**src/rtl/keypad_scanner.sv**
```systemverilog
// -----------------------------------------------------------------------------
// keypad_scanner
//
// Initiator side of a 4x4 hex keypad. Strobes one column at a time (active
// low), samples the active-low row returns through a 2-flop synchronizer,
// debounces press and release, and presents the accepted key as a hex code
// with a valid/ack handshake.
//
// Ports:
//   clk          in   system clock, rising edge
//   rst_n        in   asynchronous active-low reset
//   row_n[3:0]   in   row returns, active low, asynchronous to clk
//   col_n[3:0]   out  column strobes, active-low one-hot
//   key_code[3:0]out  accepted key code = row_idx*4 + col_idx
//   key_valid    out  key_code holds an unacknowledged key
//   key_ack      in   consumer acknowledge, clears key_valid
//   key_pressed  out  accepted key is still held down
//   overrun      out  sticky: a key was accepted while key_valid was high
// -----------------------------------------------------------------------------
module keypad_scanner #(
    parameter int unsigned SCAN_TICKS = 16,  // cycles per column strobe (>= 4)
    parameter int unsigned DEBOUNCE   = 8    // stable cycles to accept (>= 1)
) (
    input  logic       clk,
    input  logic       rst_n,
    input  logic [3:0] row_n,
    output logic [3:0] col_n,
    output logic [3:0] key_code,
    output logic       key_valid,
    input  logic       key_ack,
    output logic       key_pressed,
    output logic       overrun
);

    // -------------------------------------------------------------------------
    // Counter sizing
    // -------------------------------------------------------------------------
    localparam int unsigned TICK_W = (SCAN_TICKS > 1) ? $clog2(SCAN_TICKS) : 1;
    localparam int unsigned DEB_W  = $clog2(DEBOUNCE + 1);

    localparam logic [TICK_W-1:0] TICK_LAST = TICK_W'(SCAN_TICKS - 1);
    // Accept fires on the edge where the counter reaches DEBOUNCE.
    localparam logic [DEB_W-1:0]  DEB_LAST  = DEB_W'(DEBOUNCE - 1);

    // -------------------------------------------------------------------------
    // FSM encoding
    // -------------------------------------------------------------------------
    localparam logic [1:0] ST_SCAN      = 2'd0;
    localparam logic [1:0] ST_DEB_PRESS = 2'd1;
    localparam logic [1:0] ST_HELD      = 2'd2;
    localparam logic [1:0] ST_DEB_REL   = 2'd3;

    // -------------------------------------------------------------------------
    // State
    // -------------------------------------------------------------------------
    logic [3:0]        row_meta_q;
    logic [3:0]        row_s_q;

    logic [1:0]        state_q,   state_d;
    logic [TICK_W-1:0] tick_q,    tick_d;
    logic [DEB_W-1:0]  deb_q,     deb_d;
    logic [1:0]        col_idx_q, col_idx_d;
    logic [1:0]        row_idx_q, row_idx_d;

    logic [3:0]        key_code_q,    key_code_d;
    logic              key_valid_q,   key_valid_d;
    logic              key_pressed_q, key_pressed_d;
    logic              overrun_q,     overrun_d;

    logic [1:0]        row_first;
    logic              row_bit;
    logic              accept;
    logic              ack_hit;

    // -------------------------------------------------------------------------
    // Row synchronizer. Idle rows read high, so reset to all ones.
    // -------------------------------------------------------------------------
    always_ff @(posedge clk or negedge rst_n) begin
        if (!rst_n) begin
            row_meta_q <= 4'b1111;
            row_s_q    <= 4'b1111;
        end else begin
            row_meta_q <= row_n;
            row_s_q    <= row_meta_q;
        end
    end

    // Lowest-numbered active row wins when several rows are low.
    always_comb begin
        row_first = 2'd3;
        if (!row_s_q[0]) begin
            row_first = 2'd0;
        end else if (!row_s_q[1]) begin
            row_first = 2'd1;
        end else if (!row_s_q[2]) begin
            row_first = 2'd2;
        end
    end

    // Synchronized level of the row latched for the current candidate key;
    // 1 means released.
    assign row_bit = row_s_q[row_idx_q];

    // -------------------------------------------------------------------------
    // Scan / debounce FSM
    // -------------------------------------------------------------------------
    always_comb begin
        state_d       = state_q;
        tick_d        = tick_q;
        deb_d         = deb_q;
        col_idx_d     = col_idx_q;
        row_idx_d     = row_idx_q;
        key_pressed_d = key_pressed_q;
        accept        = 1'b0;

        unique case (state_q)
            ST_SCAN: begin
                if (tick_q == TICK_LAST) begin
                    tick_d = '0;
                    if (row_s_q != 4'b1111) begin
                        // Keep the column strobed; it identifies the key.
                        row_idx_d = row_first;
                        deb_d     = '0;
                        state_d   = ST_DEB_PRESS;
                    end else begin
                        col_idx_d = col_idx_q + 2'd1;
                    end
                end else begin
                    tick_d = tick_q + 1'b1;
                end
            end

            ST_DEB_PRESS: begin
                if (row_bit) begin
                    // Bounce: resume scanning the same column from tick 0.
                    tick_d  = '0;
                    state_d = ST_SCAN;
                end else begin
                    deb_d = deb_q + 1'b1;
                    if (deb_q == DEB_LAST) begin
                        accept        = 1'b1;
                        key_pressed_d = 1'b1;
                        state_d       = ST_HELD;
                    end
                end
            end

            ST_HELD: begin
                if (row_bit) begin
                    deb_d   = '0;
                    state_d = ST_DEB_REL;
                end
            end

            ST_DEB_REL: begin
                if (!row_bit) begin
                    state_d = ST_HELD;
                end else begin
                    deb_d = deb_q + 1'b1;
                    if (deb_q == DEB_LAST) begin
                        // Released: move on so the same key is not re-sampled first.
                        key_pressed_d = 1'b0;
                        col_idx_d     = col_idx_q + 2'd1;
                        tick_d        = '0;
                        state_d       = ST_SCAN;
                    end
                end
            end

            default: begin
                state_d = ST_SCAN;
            end
        endcase
    end

    // -------------------------------------------------------------------------
    // Output handshake. A fresh accept beats a same-cycle ack.
    // -------------------------------------------------------------------------
    assign ack_hit = key_ack && key_valid_q;

    always_comb begin
        key_code_d  = key_code_q;
        key_valid_d = key_valid_q;
        overrun_d   = overrun_q;

        if (accept) begin
            if (!key_valid_q || key_ack) begin
                key_code_d  = {row_idx_q, col_idx_q};
                key_valid_d = 1'b1;
                overrun_d   = 1'b0;
            end else begin
                overrun_d = 1'b1;
            end
        end else if (ack_hit) begin
            key_valid_d = 1'b0;
            overrun_d   = 1'b0;
        end
    end

    // -------------------------------------------------------------------------
    // Registers
    // -------------------------------------------------------------------------
    always_ff @(posedge clk or negedge rst_n) begin
        if (!rst_n) begin
            state_q       <= ST_SCAN;
            tick_q        <= '0;
            deb_q         <= '0;
            col_idx_q     <= 2'd0;
            row_idx_q     <= 2'd0;
            key_code_q    <= 4'd0;
            key_valid_q   <= 1'b0;
            key_pressed_q <= 1'b0;
            overrun_q     <= 1'b0;
        end else begin
            state_q       <= state_d;
            tick_q        <= tick_d;
            deb_q         <= deb_d;
            col_idx_q     <= col_idx_d;
            row_idx_q     <= row_idx_d;
            key_code_q    <= key_code_d;
            key_valid_q   <= key_valid_d;
            key_pressed_q <= key_pressed_d;
            overrun_q     <= overrun_d;
        end
    end

    // -------------------------------------------------------------------------
    // Outputs
    // -------------------------------------------------------------------------
    always_comb begin
        col_n = 4'b1111;
        unique case (col_idx_q)
            2'd0:    col_n = 4'b1110;
            2'd1:    col_n = 4'b1101;
            2'd2:    col_n = 4'b1011;
            default: col_n = 4'b0111;
        endcase
    end

    assign key_code    = key_code_q;
    assign key_valid   = key_valid_q;
    assign key_pressed = key_pressed_q;
    assign overrun     = overrun_q;

endmodule

```
**config.mk**
```make
export PLATFORM = sky130hd
export DESIGN_NAME = keypad_scanner
export DESIGN_NICKNAME = d
export VERILOG_FILES = /design/src/rtl/keypad_scanner.sv
export SDC_FILE = /design/constraint.sdc
export NUM_CORES = 1
export LEC_CHECK = 0
export ABC_AREA = 1
export CAP_MARGIN = 40
export CORE_MARGIN = 1.5
export CORE_UTILIZATION = 51
export CTS_BUF_LIST = sky130_fd_sc_hd__clkbuf_4 sky130_fd_sc_hd__clkbuf_8
export DETAILED_ROUTE_END_ITERATION = 10
export PLACE_DENSITY = 0.8
export SLEW_MARGIN = 20
export SYNTH_ARGS = -nofsm -noshare
export SYNTH_HDL_FRONTEND = slang
export SYNTH_SLANG_ARGS = --single-unit
```
**constraint.sdc**
```tcl
create_clock -name clk -period 1.3 [get_ports clk]
set_clock_uncertainty 0.05 [all_clocks]
set_input_delay 0.13 -clock clk [delete_from_list [all_inputs] [get_ports clk]]
set_output_delay 0.13 -clock clk [all_outputs]
set_load 0.02 [all_outputs]
```
Yosys cells after proc, flatten, opt, wreduce, memory -nomap -nowiden
Cells that the tools add are included.

operators by class
  add/sub/neg operators = 3
  $lt $le $gt $ge = 1
  eq/ne operators = 20
  multiplexer cells = 42
  reductions and logical operators = 17

operator list
  operator                                                    number
  two-way mux 4 bit                                           8
  two-way mux 2 bit                                           13
  case mux 4 bit (3 select lines)                             2
  AND reduction 5 bit                                         4
  inequality test 2 bit, second input constant                9
  case mux 4 bit (4 select lines)                             1
  two-way mux 1 bit                                           14
  adder 4 x 1 -> 4 bit, second input constant                 2
  case mux 2 bit (4 select lines)                             1
  == test 2 bit, second input constant                        3
  inequality test 3 bit, second input constant                2
  nonzero test 2 bit                                          3
  == test 2 x 1 -> 1 bit, second input constant               2
  == test 4 x 3 -> 1 bit, second input constant               1
  == test 4 bit, second input constant                        1
  logical NOT 2 bit                                           2
  inequality test 4 bit, second input constant                1
  case mux 2 bit (2 select lines)                             1
  AND reduction 2 bit                                         2
  AND reduction 4 bit                                         1
  less-than comparator 2 x 3 -> 1 bit, second input constant  1
  AND reduction 3 bit                                         1
  nonzero test 3 bit                                          1
  adder 2 x 1 -> 2 bit, second input constant                 1
  6 further kinds                                             6

word-level totals
  flip-flop bits (word level) = 29
  output and inout bits = 11
  logic and storage cells = 94

Longest topological paths before layout
  depth in word-level cells = 6
  mapped depth = 10
  depth with buffers taken out = 10

Worst setup path before layout
No wires, ideal clock.

  kind = register to register
  from = register deb_q[0]
  to = register col_idx_q[0]
  setup time = 117 ps
  arrival = 1177 ps
  setup slack = -44 ps
  cell stages (with the launch flop) = 9
  buffers on the path = 0
  clock period less this slack = 1344 ps
  path through = dfrtp_1 -> ha_1 -> nand3_2 -> inv_1 -> nand2_1 -> a21boi_2 -> nand2_1 -> nand2_1 -> nand2_1

between the ends
  longest elaborated chain between the ends = 3

RTL lines
  item                                    line  source
  from (decl)                             61    logic [DEB_W-1:0] deb_q, deb_d;
  from (signal assigned)                  207   deb_q <= '0;
  from (signal assigned)                  217   deb_q <= deb_d;
  == test 4 x 3 -> 1 bit                  160   if (deb_q == DEB_LAST) begin
  inequality test 2 bit (no source line)  n/a
  AND reduction 5 bit (no source line)    n/a
  to (signal assigned)                    218   col_idx_q <= col_idx_d;
  to (decl)                               62    logic [1:0] col_idx_q, col_idx_d;

Every way passes these cells.
A chain may end at the register's enable or synchronous reset.

Final worst setup path
  from = register row_s_q[0]
  to = register deb_q[1]

between the ends
  longest elaborated chain between the ends = 4
  elaborated cells between the ends (all ways) = 8

RTL lines
  item                                     line  source
  from (decl)                              57    logic [3:0] row_s_q;
  from (signal assigned)                   84    row_s_q <= row_meta_q;
  binary-select mux 1 bit (select 2 bit)   102   assign row_bit = row_s_q[row_idx_q];
  two-way mux 1 bit (not written as such)  102
  inequality test 2 bit (no source line)   n/a
  AND reduction 5 bit (no source line) *   n/a

Every way passes the cells marked *; elsewhere a longest branch is shown, timed or not. The select of a mux whose other input is x is not followed.

==> out/metrics.csv <==
metric,value,unit
status,finished with violations,
failing checks,setup timing,
PD cells,1920,nW/um^2
"Max FO, Critical Path",5,
drt initial violations,46,
final setup margin,-179,ps
Initial Util,54.0,%
Cell variety after synth,32,
Avg Inst Size Synth,8.89,um^2
num rows,19,
IO Count,18,
Yosys warnings,0,
"Setup violations, final",23,
die width,57.3,um
multi-input logic area,855,um^2
Port Buffers,17,
Slew headroom,84.3,%
hold slack,84.3,ps
Synth area leader,dfrtp_1,
share of cells above drive strength 1,51.5,%
Routed Antenna Nets,0,
die height,57.3,um
Crit Path Class,reg2reg,
Final Cycle Share,114,%
CTS tree,yes,
Final Slew Violations,0,
RSZ-0062 raised after global routing,yes,
WL/cell,14.6,um
antenna violations before repair,0,
placed cell areas,1900,um^2
Core Box Area,2780,um^2
min-delay worst type,in2async,
DR DRC count,0,
WP data required,1530,ps
min cycle time layout,1480,ps
final std cells w/o fill,258,
htree depth,2,
Tightest Pin Transition,233,ps
post-synthesis cell count,169,
final WL,3780,um
Antenna Cells,0,
top cell type's share of synthesized area,35.0,%
area of the die,3280,um^2
MaxCap Viol Count,0,
number of hold violations in the final report,0,
Tot GR Track Use,23.1,%
TritonCTS Buffers,5,
Syn-to-layout area delta,49.0,%
"Cell Area, Synth",1500,um^2
clock latency at the later pin of the worst-skew pair,340,ps
Max IR drop VDD,1.91,mV
first-pass GRT wire length,5770,um
Sequential Area,738,um^2
CP Capture Type,flop,
GR Overflow Total,0,
top post-synthesis cells by area,"dfrtp_1, dfstp_2, nand2_1, ha_1, nand2_4",
DRT Pass-1 Iters,4,
Root Buffer,clkbuf_4,
nets,239,
FMAX,676,MHz
largest net degree at the start of global routing,30,
via-per-instance ratio,5.38,
CP arrival,1710,ps
syn nets,182,
"FF+latch count, synth",29,
final design area excluding fillers,2240,um^2
Clock transition at path regs,90,ps
"Seq/Total Area, Yosys",49.0,%
Max clock buf depth,2,
vias in the first global route,1373,
# fillers,151,
P_leak,1.06,nW
Placer Congestion,0.820,
Setup crit start kind,flop,
post-DP HPWL,2210,um
dpl cells,238,
DR vias,1387,
clock sink count,29,
==> per-layer routing <==
layer  part of all wire (%)  wire length, um  GRT usage [%]
met4                    2.8              104           9.63
met2                     55             2070           42.7
met5                      0                0              0
met3                    5.3              201           6.12
met1                     37             1400           24.6
==> cells by family after synthesis <==
kind of cell | after synthesis | synth area share, %
AOI/OAI and AO/OA | 17 | 6.74
adders and majority gates | 6 | 5.00
buffers and inverters | 23 | 6.74
DFF | 29 | 49.0
and+or+nand+nor | 94 | 32.6
==> sequential cells by signal, summed over array words and instances (netlist names), named ones only <==
register,cells
tick_q,4
row_s_q,4
deb_q,4
key_pressed,1
state_q,1
key_valid,1
col_idx_q,2
overrun,1
row_idx_q,2
row_meta_q,4
key_code,4
==> critical path, cell delays in order (launching register included) <==
cell	delay [ps]
dfstp_2	570
nand2_2	80
nor2_4	170
nor2_2	70
nor2_2	130
nand2_4	110
nand2_4	130
nand2_2	70
nand2_1	50
==> final timing paths <==
kind | to | cells past startpoint | slack [ps] | from
setup / recovery | deb_q[1]$_DFFE_PN0P_ | 8 | -180 | row_s_q[0]$_DFF_PN1_
hold / removal | deb_q[0]$_DFFE_PN0P_ | 2 | 80 | rst_n
setup reg to reg | deb_q[1]$_DFFE_PN0P_ | 8 | -180 | row_s_q[0]$_DFF_PN1_
hold reg to reg | row_s_q[1]$_DFF_PN1_ | 0 | 310 | row_meta_q[1]$_DFF_PN1_
max in group asynchronous | row_meta_q[2]$_DFF_PN1_ | 2 | 880 | rst_n
min in group clk | row_meta_q[2]$_DFF_PN1_ | 1 | 140 | row_n[2]
==> area by class of cell <==
cell class	count	area share [%]
Clock buffer	7	2.91
Clock inverter	1	0.223
Inverter	21	3.80
Sequential cell	29	33.0
Tap cell	31	1.73
Multi-Input combinational cell	117	38.2
Timing Repair Buffer	52	20.2
==> placed cells by master, fill, tap and decap left out, types with 3 or more instances in the layout <==
cell / netlist / layout
nor2_2: 3 / 4
clkdlybuf4s50_1: 0 / 6
nand2_1: 56 / 39
inv_2: 4 / 11
buf_4: 1 / 31
nand2_4: 5 / 4
o21ai_1: 5 / 6
nand3_4: 1 / 4
nand4_1: 4 / 4
buf_6: 1 / 7
ha_4: 0 / 5
dfstp_2: 8 / 8
nand3_1: 10 / 7
a21oi_1: 5 / 4
nand2_2: 1 / 18
dfrtp_1: 21 / 19
nand3_2: 3 / 3
inv_1: 14 / 7
dlygate4sd2_1: 0 / 7
nor2_1: 5 / 3
clkbuf_4: 0 / 5
==> stage by stage <==
step	worst slack (ps)	power, mW	setup TNS [ps]	utilization, %
2_1_floorplan	1.61	2.39	0	-
3_3_place_gp	-138	2.98	-1140	68.3
3_5_place_dp	-192	3.11	-1800	68.3
4_1_cts	-123	3.85	-1370	74.7
5_1_grt	-232	4.56	-3980	80.5
6_report	-179	4.31	-2450	80.5
==> cell usage after synthesis <==
| library cell | instances |
|---|---|
| nor2_2 | 3 |
| nor3_2 | 1 |
| nand2_2 | 1 |
| a21oi_2 | 1 |
| or2_1 | 1 |
| nand3_1 | 10 |
| buf_6 | 1 |
| nor3_1 | 1 |
| buf_4 | 1 |
| nand3b_1 | 1 |
| o2111ai_1 | 1 |
| o21ai_1 | 5 |
| inv_1 | 14 |
| clkinv_1 | 1 |
| clkinv_2 | 1 |
| inv_2 | 4 |
| nand3_2 | 3 |
| o211ai_1 | 1 |
| nand2_4 | 5 |
| ha_1 | 6 |
| dfrtp_1 | 21 |
| a21oi_1 | 5 |
| nand3_4 | 1 |
| a21boi_2 | 1 |
| nand4_1 | 4 |
| nor3_4 | 1 |
| nor2_1 | 5 |
| inv_4 | 1 |
| nor2_4 | 1 |
| o21ai_0 | 3 |
| nand2_1 | 56 |
| dfstp_2 | 8 |
==> where the power goes <==
group	internal [mW]	switching (mW)
clock	0.313	0.318
sequential	1.13	0.255
combinational	1.05	1.25
==> timing repair <==
action | 4_1_cts | 5_1_grt
gates resized for setup | 55 | 28
pin swaps | 17 | 16
hold buffers | 0 | 0
setup endpoints to repair | 30 | 25
buffers inserted | 4 | 8
(Power assumes the default switching activity.)
